### src/rtl/pipeline_hazard_ctrl_if.sv
// Hazard-control bus between the pipeline datapath and the hazard controller.
// The master is the datapath: it reports the ID/EXE stage facts and consumes
// the pipeline-control and multiply/divide status outputs.
interface pipeline_hazard_ctrl_if;
    logic [4:0]  id_rs;
    logic [4:0]  id_rt;
    logic        id_uses_rs;
    logic        id_uses_rt;
    logic [1:0]  id_md_op;
    logic        id_reads_hilo;
    logic [4:0]  exe_num_write;
    logic        exe_reg_write;
    logic        exe_is_load;
    logic        exe_branch_taken;

    logic        pc_write;
    logic        if_id_write;
    logic        if_id_flush;
    logic        id_exe_flush;
    logic        md_busy;
    logic        md_done;
    logic [15:0] stall_cnt;

    modport master (
        output id_rs, id_rt, id_uses_rs, id_uses_rt, id_md_op, id_reads_hilo,
               exe_num_write, exe_reg_write, exe_is_load, exe_branch_taken,
        input  pc_write, if_id_write, if_id_flush, id_exe_flush,
               md_busy, md_done, stall_cnt
    );

    modport slave (
        input  id_rs, id_rt, id_uses_rs, id_uses_rt, id_md_op, id_reads_hilo,
               exe_num_write, exe_reg_write, exe_is_load, exe_branch_taken,
        output pc_write, if_id_write, if_id_flush, id_exe_flush,
               md_busy, md_done, stall_cnt
    );
endinterface

### src/rtl/pipeline_hazard_ctrl.sv
// Pipeline hazard controller: load-use interlock, multiply/divide occupancy
// tracking with HI/LO interlock, taken-branch flush and a saturating stall
// counter. Control outputs are combinational from state and current inputs.
module pipeline_hazard_ctrl #(
    parameter int MULT_CYCLES = 4,
    parameter int DIV_CYCLES  = 32
) (
    input  logic               clock,
    input  logic               reset,
    pipeline_hazard_ctrl_if.slave hz
);
    typedef enum logic {RUN, MD_BUSY} state_t;

    localparam logic [5:0] MULT_INIT = 6'(MULT_CYCLES - 1);
    localparam logic [5:0] DIV_INIT  = 6'(DIV_CYCLES - 1);

    state_t      state;
    logic [5:0]  md_cnt;
    logic [15:0] stall_cnt_q;

    logic md_op_v;
    logic load_use;
    logic busy;
    logic md_hazard;
    logic stall;

    // Hazard detection; busy is masked by reset so an aborted op reads idle at once.
    always_comb begin
        md_op_v   = (hz.id_md_op == 2'b01) || (hz.id_md_op == 2'b10);
        load_use  = hz.exe_is_load && hz.exe_reg_write && (hz.exe_num_write != 5'd0) &&
                    ((hz.id_uses_rs && (hz.id_rs == hz.exe_num_write)) ||
                     (hz.id_uses_rt && (hz.id_rt == hz.exe_num_write)));
        busy      = (state == MD_BUSY) && !reset;
        md_hazard = busy && (hz.id_reads_hilo || md_op_v);
        stall     = (load_use || md_hazard) && !hz.exe_branch_taken;
    end

    // Pipeline control: reset > taken branch > stall > normal flow.
    always_comb begin
        hz.pc_write     = 1'b1;
        hz.if_id_write  = 1'b1;
        hz.if_id_flush  = 1'b0;
        hz.id_exe_flush = 1'b0;
        if (reset) begin
            hz.pc_write     = 1'b0;
            hz.if_id_write  = 1'b0;
            hz.if_id_flush  = 1'b1;
            hz.id_exe_flush = 1'b1;
        end else if (hz.exe_branch_taken) begin
            hz.if_id_flush  = 1'b1;
            hz.id_exe_flush = 1'b1;
        end else if (stall) begin
            hz.pc_write     = 1'b0;
            hz.if_id_write  = 1'b0;
            hz.id_exe_flush = 1'b1;
        end
        hz.md_busy   = busy;
        hz.md_done   = busy && (md_cnt == 6'd0);
        hz.stall_cnt = stall_cnt_q;
    end

    // FSM, occupancy counter and saturating stall counter.
    always_ff @(posedge clock) begin
        if (reset) begin
            state       <= RUN;
            md_cnt      <= 6'd0;
            stall_cnt_q <= 16'd0;
        end else begin
            if (stall && (stall_cnt_q != 16'hFFFF))
                stall_cnt_q <= stall_cnt_q + 16'd1;
            case (state)
                RUN: begin
                    // A flushed or interlocked instruction never reaches EXE, so it cannot issue.
                    if (md_op_v && !hz.exe_branch_taken && !load_use) begin
                        state  <= MD_BUSY;
                        md_cnt <= (hz.id_md_op == 2'b01) ? MULT_INIT : DIV_INIT;
                    end
                end
                MD_BUSY: begin
                    // Branches do not abort an op in flight; only reset does.
                    if (md_cnt == 6'd0)
                        state <= RUN;
                    else
                        md_cnt <= md_cnt - 6'd1;
                end
                default: state <= RUN;
            endcase
        end
    end
endmodule

### src/flat_wrapper.sv
// flat-port wrapper written by rule: the top's interface ports become plain ports
module pipeline_hazard_ctrl_flat 
#(
    parameter int MULT_CYCLES = 4,
    parameter int DIV_CYCLES  = 32
)
  (clock, reset, hz_id_rs, hz_id_rt, hz_id_uses_rs, hz_id_uses_rt, hz_id_md_op, hz_id_reads_hilo, hz_exe_num_write, hz_exe_reg_write, hz_exe_is_load, hz_exe_branch_taken, hz_pc_write, hz_if_id_write, hz_if_id_flush, hz_id_exe_flush, hz_md_busy, hz_md_done, hz_stall_cnt);
  pipeline_hazard_ctrl_if hz_i ();
  input  logic clock;
  input  logic reset;
  input wire logic [$bits(hz_i.id_rs)-1:0] hz_id_rs;
  input wire logic [$bits(hz_i.id_rt)-1:0] hz_id_rt;
  input wire logic [$bits(hz_i.id_uses_rs)-1:0] hz_id_uses_rs;
  input wire logic [$bits(hz_i.id_uses_rt)-1:0] hz_id_uses_rt;
  input wire logic [$bits(hz_i.id_md_op)-1:0] hz_id_md_op;
  input wire logic [$bits(hz_i.id_reads_hilo)-1:0] hz_id_reads_hilo;
  input wire logic [$bits(hz_i.exe_num_write)-1:0] hz_exe_num_write;
  input wire logic [$bits(hz_i.exe_reg_write)-1:0] hz_exe_reg_write;
  input wire logic [$bits(hz_i.exe_is_load)-1:0] hz_exe_is_load;
  input wire logic [$bits(hz_i.exe_branch_taken)-1:0] hz_exe_branch_taken;
  output wire logic [$bits(hz_i.pc_write)-1:0] hz_pc_write;
  output wire logic [$bits(hz_i.if_id_write)-1:0] hz_if_id_write;
  output wire logic [$bits(hz_i.if_id_flush)-1:0] hz_if_id_flush;
  output wire logic [$bits(hz_i.id_exe_flush)-1:0] hz_id_exe_flush;
  output wire logic [$bits(hz_i.md_busy)-1:0] hz_md_busy;
  output wire logic [$bits(hz_i.md_done)-1:0] hz_md_done;
  output wire logic [$bits(hz_i.stall_cnt)-1:0] hz_stall_cnt;
  assign hz_i.id_rs = hz_id_rs;
  assign hz_i.id_rt = hz_id_rt;
  assign hz_i.id_uses_rs = hz_id_uses_rs;
  assign hz_i.id_uses_rt = hz_id_uses_rt;
  assign hz_i.id_md_op = hz_id_md_op;
  assign hz_i.id_reads_hilo = hz_id_reads_hilo;
  assign hz_i.exe_num_write = hz_exe_num_write;
  assign hz_i.exe_reg_write = hz_exe_reg_write;
  assign hz_i.exe_is_load = hz_exe_is_load;
  assign hz_i.exe_branch_taken = hz_exe_branch_taken;
  assign hz_pc_write = hz_i.pc_write;
  assign hz_if_id_write = hz_i.if_id_write;
  assign hz_if_id_flush = hz_i.if_id_flush;
  assign hz_id_exe_flush = hz_i.id_exe_flush;
  assign hz_md_busy = hz_i.md_busy;
  assign hz_md_done = hz_i.md_done;
  assign hz_stall_cnt = hz_i.stall_cnt;
  pipeline_hazard_ctrl #(.MULT_CYCLES(MULT_CYCLES), .DIV_CYCLES(DIV_CYCLES)) u_core (.clock(clock), .reset(reset), .hz(hz_i));
endmodule
### config.mk
export PLATFORM = sky130hd
export DESIGN_NAME = pipeline_hazard_ctrl_flat
export DESIGN_NICKNAME = d
export VERILOG_FILES = /design/src/rtl/pipeline_hazard_ctrl_if.sv /design/src/rtl/pipeline_hazard_ctrl.sv /design/src/flat_wrapper.sv
export SDC_FILE = /design/constraint.sdc
export NUM_CORES = 1
export LEC_CHECK = 0
export CORE_MARGIN = 3
export CORE_UTILIZATION = 44
export CTS_BUF_LIST = sky130_fd_sc_hd__clkbuf_8
export CTS_CLUSTER_DIAMETER = 200
export DETAILED_ROUTE_END_ITERATION = 8
export PLACE_DENSITY = 0.79
export SLEW_MARGIN = 20
export SYNTH_ARGS = -nofsm -noshare
export SYNTH_HDL_FRONTEND = slang
export SYNTH_SLANG_ARGS = --single-unit
### constraint.sdc
create_clock -name clock -period 1.79 [get_ports clock]
set_input_delay 0.179 -clock clock [delete_from_list [all_inputs] [get_ports clock]]
set_output_delay 0.179 -clock clock [all_outputs]
set_load 0.05 [all_outputs]
==> results of run 1 <==
## critical path, stage by stage
cell and delay [ns]:
sky130_fd_sc_hd__buf_8 0.10, sky130_fd_sc_hd__or4_4 0.54, sky130_fd_sc_hd__o211ai_4 0.22, sky130_fd_sc_hd__nor2_4 0.07, sky130_fd_sc_hd__a21o_1 0.20, sky130_fd_sc_hd__nor2_4 0.15, sky130_fd_sc_hd__buf_12 0.15
## cell families (layout without fill, tap and decap cells)
kind of cell,count (synthesis),after routing
AOI/OAI and AO/OA,43,43
xor gates and xnor gates,17,17
adders and majority gates,4,4
buffers and inverters,15,92
DFF,23,23
muxes,2,2
and+or+nand+nor,79,79
## synth_stat cells (3+ instances only)
cell type | number | area [um^2]
sky130_fd_sc_hd__nor2_1 | 19 | 71.32
sky130_fd_sc_hd__nand4_1 | 4 | 25.02
sky130_fd_sc_hd__o21ai_1 | 3 | 15.01
sky130_fd_sc_hd__o21ai_0 | 3 | 15.01
sky130_fd_sc_hd__a21oi_1 | 11 | 55.05
sky130_fd_sc_hd__dfxtp_1 | 23 | 460.4
sky130_fd_sc_hd__nor3_1 | 6 | 30.03
sky130_fd_sc_hd__and3_1 | 5 | 31.28
sky130_fd_sc_hd__a31oi_1 | 3 | 18.77
sky130_fd_sc_hd__xor2_1 | 3 | 26.28
sky130_fd_sc_hd__nand3_1 | 14 | 70.07
sky130_fd_sc_hd__xnor2_1 | 14 | 122.6
sky130_fd_sc_hd__inv_1 | 8 | 30.03
sky130_fd_sc_hd__ha_1 | 4 | 50.05
sky130_fd_sc_hd__or3_1 | 6 | 37.54
sky130_fd_sc_hd__nand2_1 | 8 | 30.03
sky130_fd_sc_hd__clkbuf_1 | 3 | 11.26
## per-stage QoR
stage | instance area [um^2] | std cells
global route | 2595 | 304
finish | 2595 | 304
CTS | 2464 | 299
detailed placement | 2283 | 285
global placement | 2283 | 285
floorplan | 1628 | 183
## cell usage in the layout (no fill, tap or decap), types with 3 or more instances in the layout
| cell | n |
|---|---|
| sky130_fd_sc_hd__a21oi_1 | 9 |
| sky130_fd_sc_hd__a31oi_1 | 3 |
| sky130_fd_sc_hd__and3_1 | 5 |
| sky130_fd_sc_hd__buf_12 | 5 |
| sky130_fd_sc_hd__buf_4 | 32 |
| sky130_fd_sc_hd__buf_6 | 4 |
| sky130_fd_sc_hd__clkbuf_2 | 3 |
| sky130_fd_sc_hd__clkbuf_8 | 3 |
| sky130_fd_sc_hd__clkdlybuf4s15_1 | 5 |
| sky130_fd_sc_hd__clkdlybuf4s50_1 | 20 |
| sky130_fd_sc_hd__dfxtp_1 | 6 |
| sky130_fd_sc_hd__dfxtp_2 | 12 |
| sky130_fd_sc_hd__dfxtp_4 | 5 |
| sky130_fd_sc_hd__dlygate4sd2_1 | 5 |
| sky130_fd_sc_hd__dlymetal6s2s_1 | 3 |
| sky130_fd_sc_hd__inv_1 | 6 |
| sky130_fd_sc_hd__nand2_1 | 6 |
| sky130_fd_sc_hd__nand2_2 | 3 |
| sky130_fd_sc_hd__nand3_1 | 13 |
| sky130_fd_sc_hd__nand4_1 | 4 |
| sky130_fd_sc_hd__nor2_1 | 13 |
| sky130_fd_sc_hd__nor2_2 | 3 |
| sky130_fd_sc_hd__nor2_4 | 4 |
| sky130_fd_sc_hd__nor3_1 | 4 |
| sky130_fd_sc_hd__o21ai_1 | 4 |
| sky130_fd_sc_hd__or3_1 | 6 |
| sky130_fd_sc_hd__xnor2_1 | 8 |
| sky130_fd_sc_hd__xnor2_2 | 6 |
| sky130_fd_sc_hd__xor2_1 | 3 |
## worst paths after layout
| path | to | slack [ns] | cells past startpoint | startpoint |
|---|---|---|---|---|
| setup reg to reg | u_core.hz.stall_cnt[11] | 0 | 6 | u_core.hz.stall_cnt[1] |
| hold / removal | u_core.hz.stall_cnt[11] | 0.42 | 3 | reset |
| setup / recovery | hz_if_id_write | -0.006 | 7 | hz_exe_num_write[3] |
| hold reg to reg | u_core.md_cnt[5] | 0.50 | 2 | u_core.md_cnt[5] |
## power breakdown
part	switching [W]	internal, W	leakage [nW]
Clock	0.000179	0.000156	0.0255
Sequential	0.0000176	0.000531	0.197
Combinational	0.000274	0.000253	0.826
## final cells by class
cell class / count / area [um^2] / share of cell area
well taps: 44 / 55.05 / 0.02122
clock buffers: 3 / 41.29 / 0.01591
clock inverters: 1 / 5.005 / 0.001929
flip-flops and latches: 23 / 494.2 / 0.1905
inverters: 8 / 30.03 / 0.01157
multi-input cells: 145 / 1202 / 0.4634
repair buffers: 80 / 767.0 / 0.2956
## timing repair
item | CTS | global route
buffers inserted | 10 | 5
pin swaps | 21 | 26
gates resized for setup | 50 | 35
endpoints found under the setup margin | 26 | 16
endpoints found under the hold margin | 0 | 0
## per-layer routing
metal	GRT usage	vias up	wire, um
met3	0.04615	18	286
met1	0.2836	832	2176
met2	0.4526	76	2877
met4	0.1166	0	144
li1	-	832	-
met5	0	-	0
## sequential cells by signal, summed over array words and instances, names as in the netlist
name	cells
u_core.hz.stall_cnt	16
u_core.md_cnt	6
u_core.state	1
==> metrics.txt, run 1 <==
# TYPE chip_impl_metric gauge
chip_impl_metric{name="antenna_violations_before_repair",unit=""} 0
chip_impl_info{name="synth_top_family_by_area",value="simple AND/OR/NAND/NOR gates"} 1
chip_impl_metric{name="synth_adder_area_share",unit=""} 0.03231
chip_impl_metric{name="total_power",unit="W"} 0.001411
chip_impl_metric{name="final.setup_skew",unit="ns"} 0.01055
chip_impl_metric{name="cts_hold_buffers",unit=""} 0
chip_impl_metric{name="fp.coreArea",unit="mm^2"} 0.003203
chip_impl_metric{name="power.static_leakage",unit="nW"} 1.049
chip_impl_metric{name="crit_required",unit="ns"} 1.61
chip_impl_metric{name="row_count",unit=""} 20
chip_impl_metric{name="grt_util_all_layers",unit=""} 0.2513
chip_impl_metric{name="postSynthCellCount",unit=""} 183
chip_impl_metric{name="insertion_delay",unit="ns"} 0.28
chip_impl_info{name="grt_setup_unrepaired",value="true"} 1
chip_impl_metric{name="numClockSinks",unit=""} 23
chip_impl_metric{name="place.detailed.hpwl",unit="mm"} 3.546
chip_impl_metric{name="finalWirelength",unit="mm"} 5.484
chip_impl_info{name="cts_root_buffer",value="sky130_fd_sc_hd__clkbuf_8"} 1
chip_impl_metric{name="floorplan.die.width",unit="um"} 65.34
chip_impl_metric{name="final_hold_violation_count",unit=""} 0
chip_impl_metric{name="maximum_vdd_drop",unit="mV"} 0.5114
chip_impl_metric{name="synth-simple-area-share",unit=""} 0.2843
chip_impl_metric{name="seq_area_frac_synth",unit=""} 0.2973
chip_impl_info{name="failed_checks",value="negative setup slack"} 1
chip_impl_metric{name="final_nets",unit=""} 290
chip_impl_metric{name="ios",unit=""} 47
chip_impl_metric{name="detail-route-antenna-nets",unit=""} 0
chip_impl_metric{name="avgSynthCellArea",unit="um^2"} 8.464
chip_impl_metric{name="global_route_wire_length_before_repair",unit="mm"} 8.376
chip_impl_metric{name="layout_worst_path_cycle_share",unit=""} 1.004
chip_impl_metric{name="mappedNetlistArea",unit="mm^2"} 0.001549
chip_impl_metric{name="async_flop_share",unit=""} 0
chip_impl_metric{name="timing.max_slew.rel_slack",unit=""} 0.6657
chip_impl_metric{name="complex_gate_fraction_of_the_synthesized_area",unit=""} 0.2278
chip_impl_info{name="critical_path.startpoint_type",value="input pin"} 1
chip_impl_metric{name="design.die.area",unit="mm^2"} 0.004269
chip_impl_metric{name="synthXorXnorAreaFrac",unit=""} 0.09612
chip_impl_metric{name="post-route-min-period",unit="ns"} 1.796
chip_impl_metric{name="pwr_dens",unit="mW/mm^2"} 543.8
chip_impl_metric{name="detailedPlace.worstSlack",unit="ns"} -0.5098
chip_impl_metric{name="first_iter_violations",unit=""} 147
chip_impl_metric{name="synth-edff-count",unit=""} 0
chip_impl_metric{name="worst_setup_hold_path_clk_slew",unit="ns"} 0.09
chip_impl_metric{name="cts_made_buffers",unit=""} 3
chip_impl_metric{name="critical_path_arrival",unit="ns"} 1.62
chip_impl_metric{name="globalRouteOverflowTotal",unit=""} 0
chip_impl_metric{name="netlist-cell-type-count",unit=""} 53
chip_impl_info{name="cts_tree",value="done"} 1
chip_impl_metric{name="port_buffers",unit=""} 46
chip_impl_metric{name="drive_above_1_share",unit=""} 0.4269
chip_impl_metric{name="die_h",unit="um"} 65.34
chip_impl_metric{name="drc",unit=""} 0
chip_impl_metric{name="drv_cap",unit=""} 0
chip_impl_metric{name="muxShareOfSynthArea",unit=""} 0.01292
chip_impl_metric{name="ctsHtreeMaxLevel",unit=""} 1
chip_impl_metric{name="tightest_slew",unit="ns"} 0.4999
chip_impl_metric{name="vias_in_the_first_global_route",unit=""} 1790
chip_impl_metric{name="syn2layout_area_growth",unit="%"} 67.53
chip_impl_info{name="postSynth.topFlopCell",value="sky130_fd_sc_hd__dfxtp_1"} 1
chip_impl_metric{name="vias_per_cell",unit=""} 5.783
chip_impl_metric{name="wire_per_inst",unit="um"} 18.04
chip_impl_metric{name="finalWorstSetupSlack",unit="ns"} -0.006500
chip_impl_metric{name="fin_tns_setup",unit="ns"} -0.01328
chip_impl_metric{name="postSynthNetCount",unit=""} 212
chip_impl_metric{name="post-route-util",unit=""} 0.8102
chip_impl_info{name="status",value="complete, but fails checks"} 1
chip_impl_info{name="end_kind",value="output port"} 1
chip_impl_metric{name="grt_start_max_net_pins",unit=""} 27
chip_impl_metric{name="setup_violations",unit=""} 3
chip_impl_metric{name="total_of_flip_flops_plus_latches_after_synthesis",unit=""} 23
chip_impl_metric{name="clock_tree.buffer_depth",unit=""} 2
chip_impl_metric{name="route.vias.total",unit=""} 1758
chip_impl_metric{name="floorplan.initialDensity",unit=""} 0.4836
chip_impl_metric{name="first_pass_iters",unit=""} 4
chip_impl_metric{name="filler_cell_count",unit=""} 218
chip_impl_metric{name="worst_hold_slack",unit="ns"} 0.4180
chip_impl_metric{name="crit_path_max_fanout",unit=""} 3
chip_impl_info{name="path_class_of_the_lowest_slack_min_delay_path",value="in -> reg"} 1
chip_impl_info{name="timing_worst_setup_path_type",value="in -> out"} 1
chip_impl_metric{name="gpl.final_weighted_congestion",unit=""} 0.8657
chip_impl_metric{name="max_freq",unit="MHz"} 556.6
chip_impl_metric{name="report.final.slew_viol_count",unit=""} 0
chip_impl_metric{name="antennaDiodeCount",unit=""} 0
chip_impl_metric{name="synth_warnings",unit=""} 0
Note: power is estimated with default switching activity, not from simulation.
==> inputs of run 2 (changes only) <==
==> constraint.sdc (replaced) <==
create_clock -name clock -period 1.79 [get_ports clock]
set_input_delay 0.358 -clock clock [delete_from_list [all_inputs] [get_ports clock]]
set_output_delay 0.358 -clock clock [all_outputs]
set_load 0.05 [all_outputs]
==> run 2 against run 1 <==
  * The run still ends with negative setup slack left
  * Final area rose by 14%
  * Total power rose by 14%
  * Via count rose by 21%
  * Clock skew fell by 0.0027 ns
  * Hold slack improved by 0.093 ns
  * Clock-buffer cell count did not move
  * Sequential power rose by 3%
  * Flip-flop and latch count did not move
  * Clock power rose by 5%
  * Die area did not move
  * Core utilization rose by 11 points
  * Worst setup slack got worse by 0.42 ns
  * Largest cell class unchanged
  * Highest routed layer unchanged
==> metrics.txt, run 2 (synthesis gave the netlist of run 1 again) <==
# TYPE chip_impl_metric gauge
chip_impl_metric{name="design.die.area",unit="mm^2"} 0.004269
chip_impl_metric{name="maximum_vdd_drop",unit="mV"} 0.4254
chip_impl_metric{name="clock_tree.buffer_depth",unit=""} 2
chip_impl_metric{name="pwr-share-comb",unit=""} 0.431
chip_impl_metric{name="ctsHtreeMaxLevel",unit=""} 1
chip_impl_metric{name="final.setup_skew",unit="ns"} 0.007847
chip_impl_metric{name="detail-route-antenna-nets",unit=""} 0
chip_impl_metric{name="port_buffers",unit=""} 46
chip_impl_metric{name="die_h",unit="um"} 65.34
chip_impl_metric{name="total_power",unit="W"} 0.001611
chip_impl_info{name="critical_path.startpoint_type",value="input pin"} 1
chip_impl_metric{name="finalWorstSetupSlack",unit="ns"} -0.4233
chip_impl_metric{name="dr_wl_met2",unit="mm"} 3.774
chip_impl_metric{name="power.switching",unit="W"} 0.0005809
chip_impl_metric{name="drv_cap",unit=""} 0
chip_impl_metric{name="power.sequential.fraction",unit=""} 0.350
chip_impl_metric{name="critical_path_arrival",unit="ns"} 1.86
chip_impl_info{name="status",value="complete, but fails checks"} 1
chip_impl_metric{name="global_route_wire_length_before_repair",unit="mm"} 10.15
chip_impl_metric{name="setup_violations",unit=""} 24
chip_impl_metric{name="pint",unit="W"} 0.001030
chip_impl_metric{name="sw_frac_of_total",unit=""} 0.3605
chip_impl_info{name="grt_setup_unrepaired",value="true"} 1
chip_impl_metric{name="numClockSinks",unit=""} 23
chip_impl_metric{name="ios",unit=""} 47
chip_impl_metric{name="gpl.final_weighted_congestion",unit=""} 0.9057
chip_impl_info{name="cts_tree",value="done"} 1
chip_impl_metric{name="route.vias.total",unit=""} 2133
chip_impl_metric{name="largest_reg_flops",unit=""} 16
chip_impl_metric{name="final_hold_violation_count",unit=""} 0
chip_impl_metric{name="layout_worst_path_cycle_share",unit=""} 1.237
chip_impl_metric{name="cts_hold_buffers",unit=""} 0
chip_impl_metric{name="finalWirelength",unit="mm"} 7.939
chip_impl_metric{name="antenna_violations_before_repair",unit=""} 1
chip_impl_metric{name="insertion_delay",unit="ns"} 0.28
chip_impl_metric{name="power.static_leakage",unit="nW"} 1.219
chip_impl_metric{name="timing.max_slew.rel_slack",unit=""} 0.7226
chip_impl_metric{name="drive_above_1_share",unit=""} 0.6348
chip_impl_info{name="final_cell_mix",value="sky130_fd_sc_hd__buf_4 (55), sky130_fd_sc_hd__buf_6 (20), sky130_fd_sc_hd__nor2_1 (14), sky130_fd_sc_hd__dfxtp_2 (14), sky130_fd_sc_hd__xnor2_2 (11)"} 1
chip_impl_metric{name="pwr_dens",unit="mW/mm^2"} 546.8
chip_impl_metric{name="tightest_slew",unit="ns"} 0.4096
chip_impl_metric{name="post-route-min-period",unit="ns"} 2.213
chip_impl_metric{name="detailedPlace.worstSlack",unit="ns"} -0.7280
chip_impl_metric{name="globalRouteOverflowTotal",unit=""} 0
chip_impl_metric{name="worst_setup_hold_path_clk_slew",unit="ns"} 0.08
chip_impl_metric{name="grt_util_all_layers",unit=""} 0.3078
chip_impl_metric{name="grt_start_max_net_pins",unit=""} 27
chip_impl_info{name="top_signal_layer_used",value="met4"} 1
chip_impl_metric{name="vias_in_the_first_global_route",unit=""} 2058
chip_impl_metric{name="met1_length",unit="mm"} 2.761
chip_impl_metric{name="cts_made_buffers",unit=""} 3
chip_impl_metric{name="vias_per_cell",unit=""} 6.523
chip_impl_metric{name="first_pass_iters",unit=""} 5
chip_impl_metric{name="crit_required",unit="ns"} 1.43
chip_impl_metric{name="final_nets",unit=""} 312
chip_impl_metric{name="row_count",unit=""} 20
chip_impl_metric{name="clkPwrFrac",unit=""} 0.219
chip_impl_metric{name="worst-r2r-setup-slack",unit="ns"} -0.15
chip_impl_metric{name="floorplan.die.width",unit="um"} 65.34
chip_impl_metric{name="r2r_cells",unit=""} 7
chip_impl_metric{name="max_freq",unit="MHz"} 451.8
chip_impl_info{name="cts_root_buffer",value="sky130_fd_sc_hd__clkbuf_8"} 1
chip_impl_info{name="final_common_cell",value="sky130_fd_sc_hd__buf_4"} 1
chip_impl_metric{name="hold_path_depth",unit=""} 2
chip_impl_metric{name="wl_met3",unit="um"} 721
chip_impl_metric{name="place.detailed.hpwl",unit="mm"} 3.583
chip_impl_metric{name="floorplan.initialDensity",unit=""} 0.4836
chip_impl_metric{name="wire_per_inst",unit="um"} 24.28
chip_impl_metric{name="fin_tns_setup",unit="ns"} -5.368
chip_impl_metric{name="first_iter_violations",unit=""} 262
chip_impl_info{name="path_class_of_the_lowest_slack_min_delay_path",value="reg -> reg"} 1
chip_impl_info{name="failed_checks",value="negative setup slack"} 1
chip_impl_metric{name="report.final.slew_viol_count",unit=""} 0
chip_impl_metric{name="crit_path_max_fanout",unit=""} 3
chip_impl_metric{name="fp.coreArea",unit="mm^2"} 0.003203
chip_impl_metric{name="drc",unit=""} 0
chip_impl_info{name="timing_worst_setup_path_type",value="in -> out"} 1
chip_impl_metric{name="syn2layout_area_growth",unit="%"} 90.23
chip_impl_info{name="end_kind",value="output port"} 1
run 2: changes by cell type in the layout (fill, tap and decap cells not counted), moves of 3 or more:
cell                              delta
sky130_fd_sc_hd__buf_4              +23
sky130_fd_sc_hd__clkdlybuf4s50_1    -17
sky130_fd_sc_hd__buf_6              +16
sky130_fd_sc_hd__xnor2_1             -5
sky130_fd_sc_hd__xnor2_2             +5
sky130_fd_sc_hd__nand3_1             -4
sky130_fd_sc_hd__buf_2               +3
sky130_fd_sc_hd__clkdlybuf4s15_1     -3
sky130_fd_sc_hd__nand3_4             +3
run 2: final cells by class:
cell class / instances / area [um^2]
timing repair buffer: 102 / 927.1
multi-input combinational: 145 / 1386
fill: 111 / 256.5
clock buffer: 3 / 41.29
inverter: 8 / 32.53
tap: 44 / 55.05
clock inverter: 1 / 5.005
antenna: 1 / 2.502
sequential: 23 / 496.7
run 2: critical path: stages:
cell and delay (ns):
sky130_fd_sc_hd__buf_6 0.09, sky130_fd_sc_hd__or4_4 0.54, sky130_fd_sc_hd__o211ai_4 0.25, sky130_fd_sc_hd__nor2_4 0.08, sky130_fd_sc_hd__a21o_1 0.22, sky130_fd_sc_hd__nor2_4 0.16, sky130_fd_sc_hd__buf_12 0.16
run 2: routing by layer:
metal	track usage	vias to the layer above
li1	-	880
met1	0.3369	990
met2	0.5676	189
met3	0.03932	74
met4	0.1684	0
met5	0	-
run 2: worst paths after layout:
path | from | endpoint
max | hz_exe_num_write[4] | hz_pc_write
min | u_core.hz.stall_cnt[8] | u_core.hz.stall_cnt[8]
max reg2reg | u_core.hz.stall_cnt[7] | u_core.hz.stall_cnt[1]
min reg2reg | u_core.hz.stall_cnt[8] | u_core.hz.stall_cnt[8]
run 2: power groups by stage:
stage | clock, W | combinational, W | sequential [W]
floorplan | 0 | 0.000257 | 0.000561
global placement | 0 | 0.000465 | 0.000559
detailed placement | 0 | 0.000481 | 0.000559
CTS | 0.000339 | 0.000577 | 0.000554
global route | 0.000378 | 0.000732 | 0.000566
finish | 0.000353 | 0.000695 | 0.000564
run 2: stage by stage:
step                  util  area [um^2]  std cells  hold WS (ns)
floorplan                -         1659        183        0.4591
global placement    0.7301         2338        294        0.4685
detailed placement  0.7301         2338        294        0.4794
CTS                 0.8523         2730        316        0.4964
global route        0.9199         2947        327        0.5284
finish              0.9199         2947        327        0.5109
run 2: what timing repair did:
item / in CTS / in global routing
buffers inserted: 18 / 11
setup endpoints to repair: 28 / 25
pin swaps: 41 / 29
gates cloned: 0 / 0
resized for setup: 93 / 47
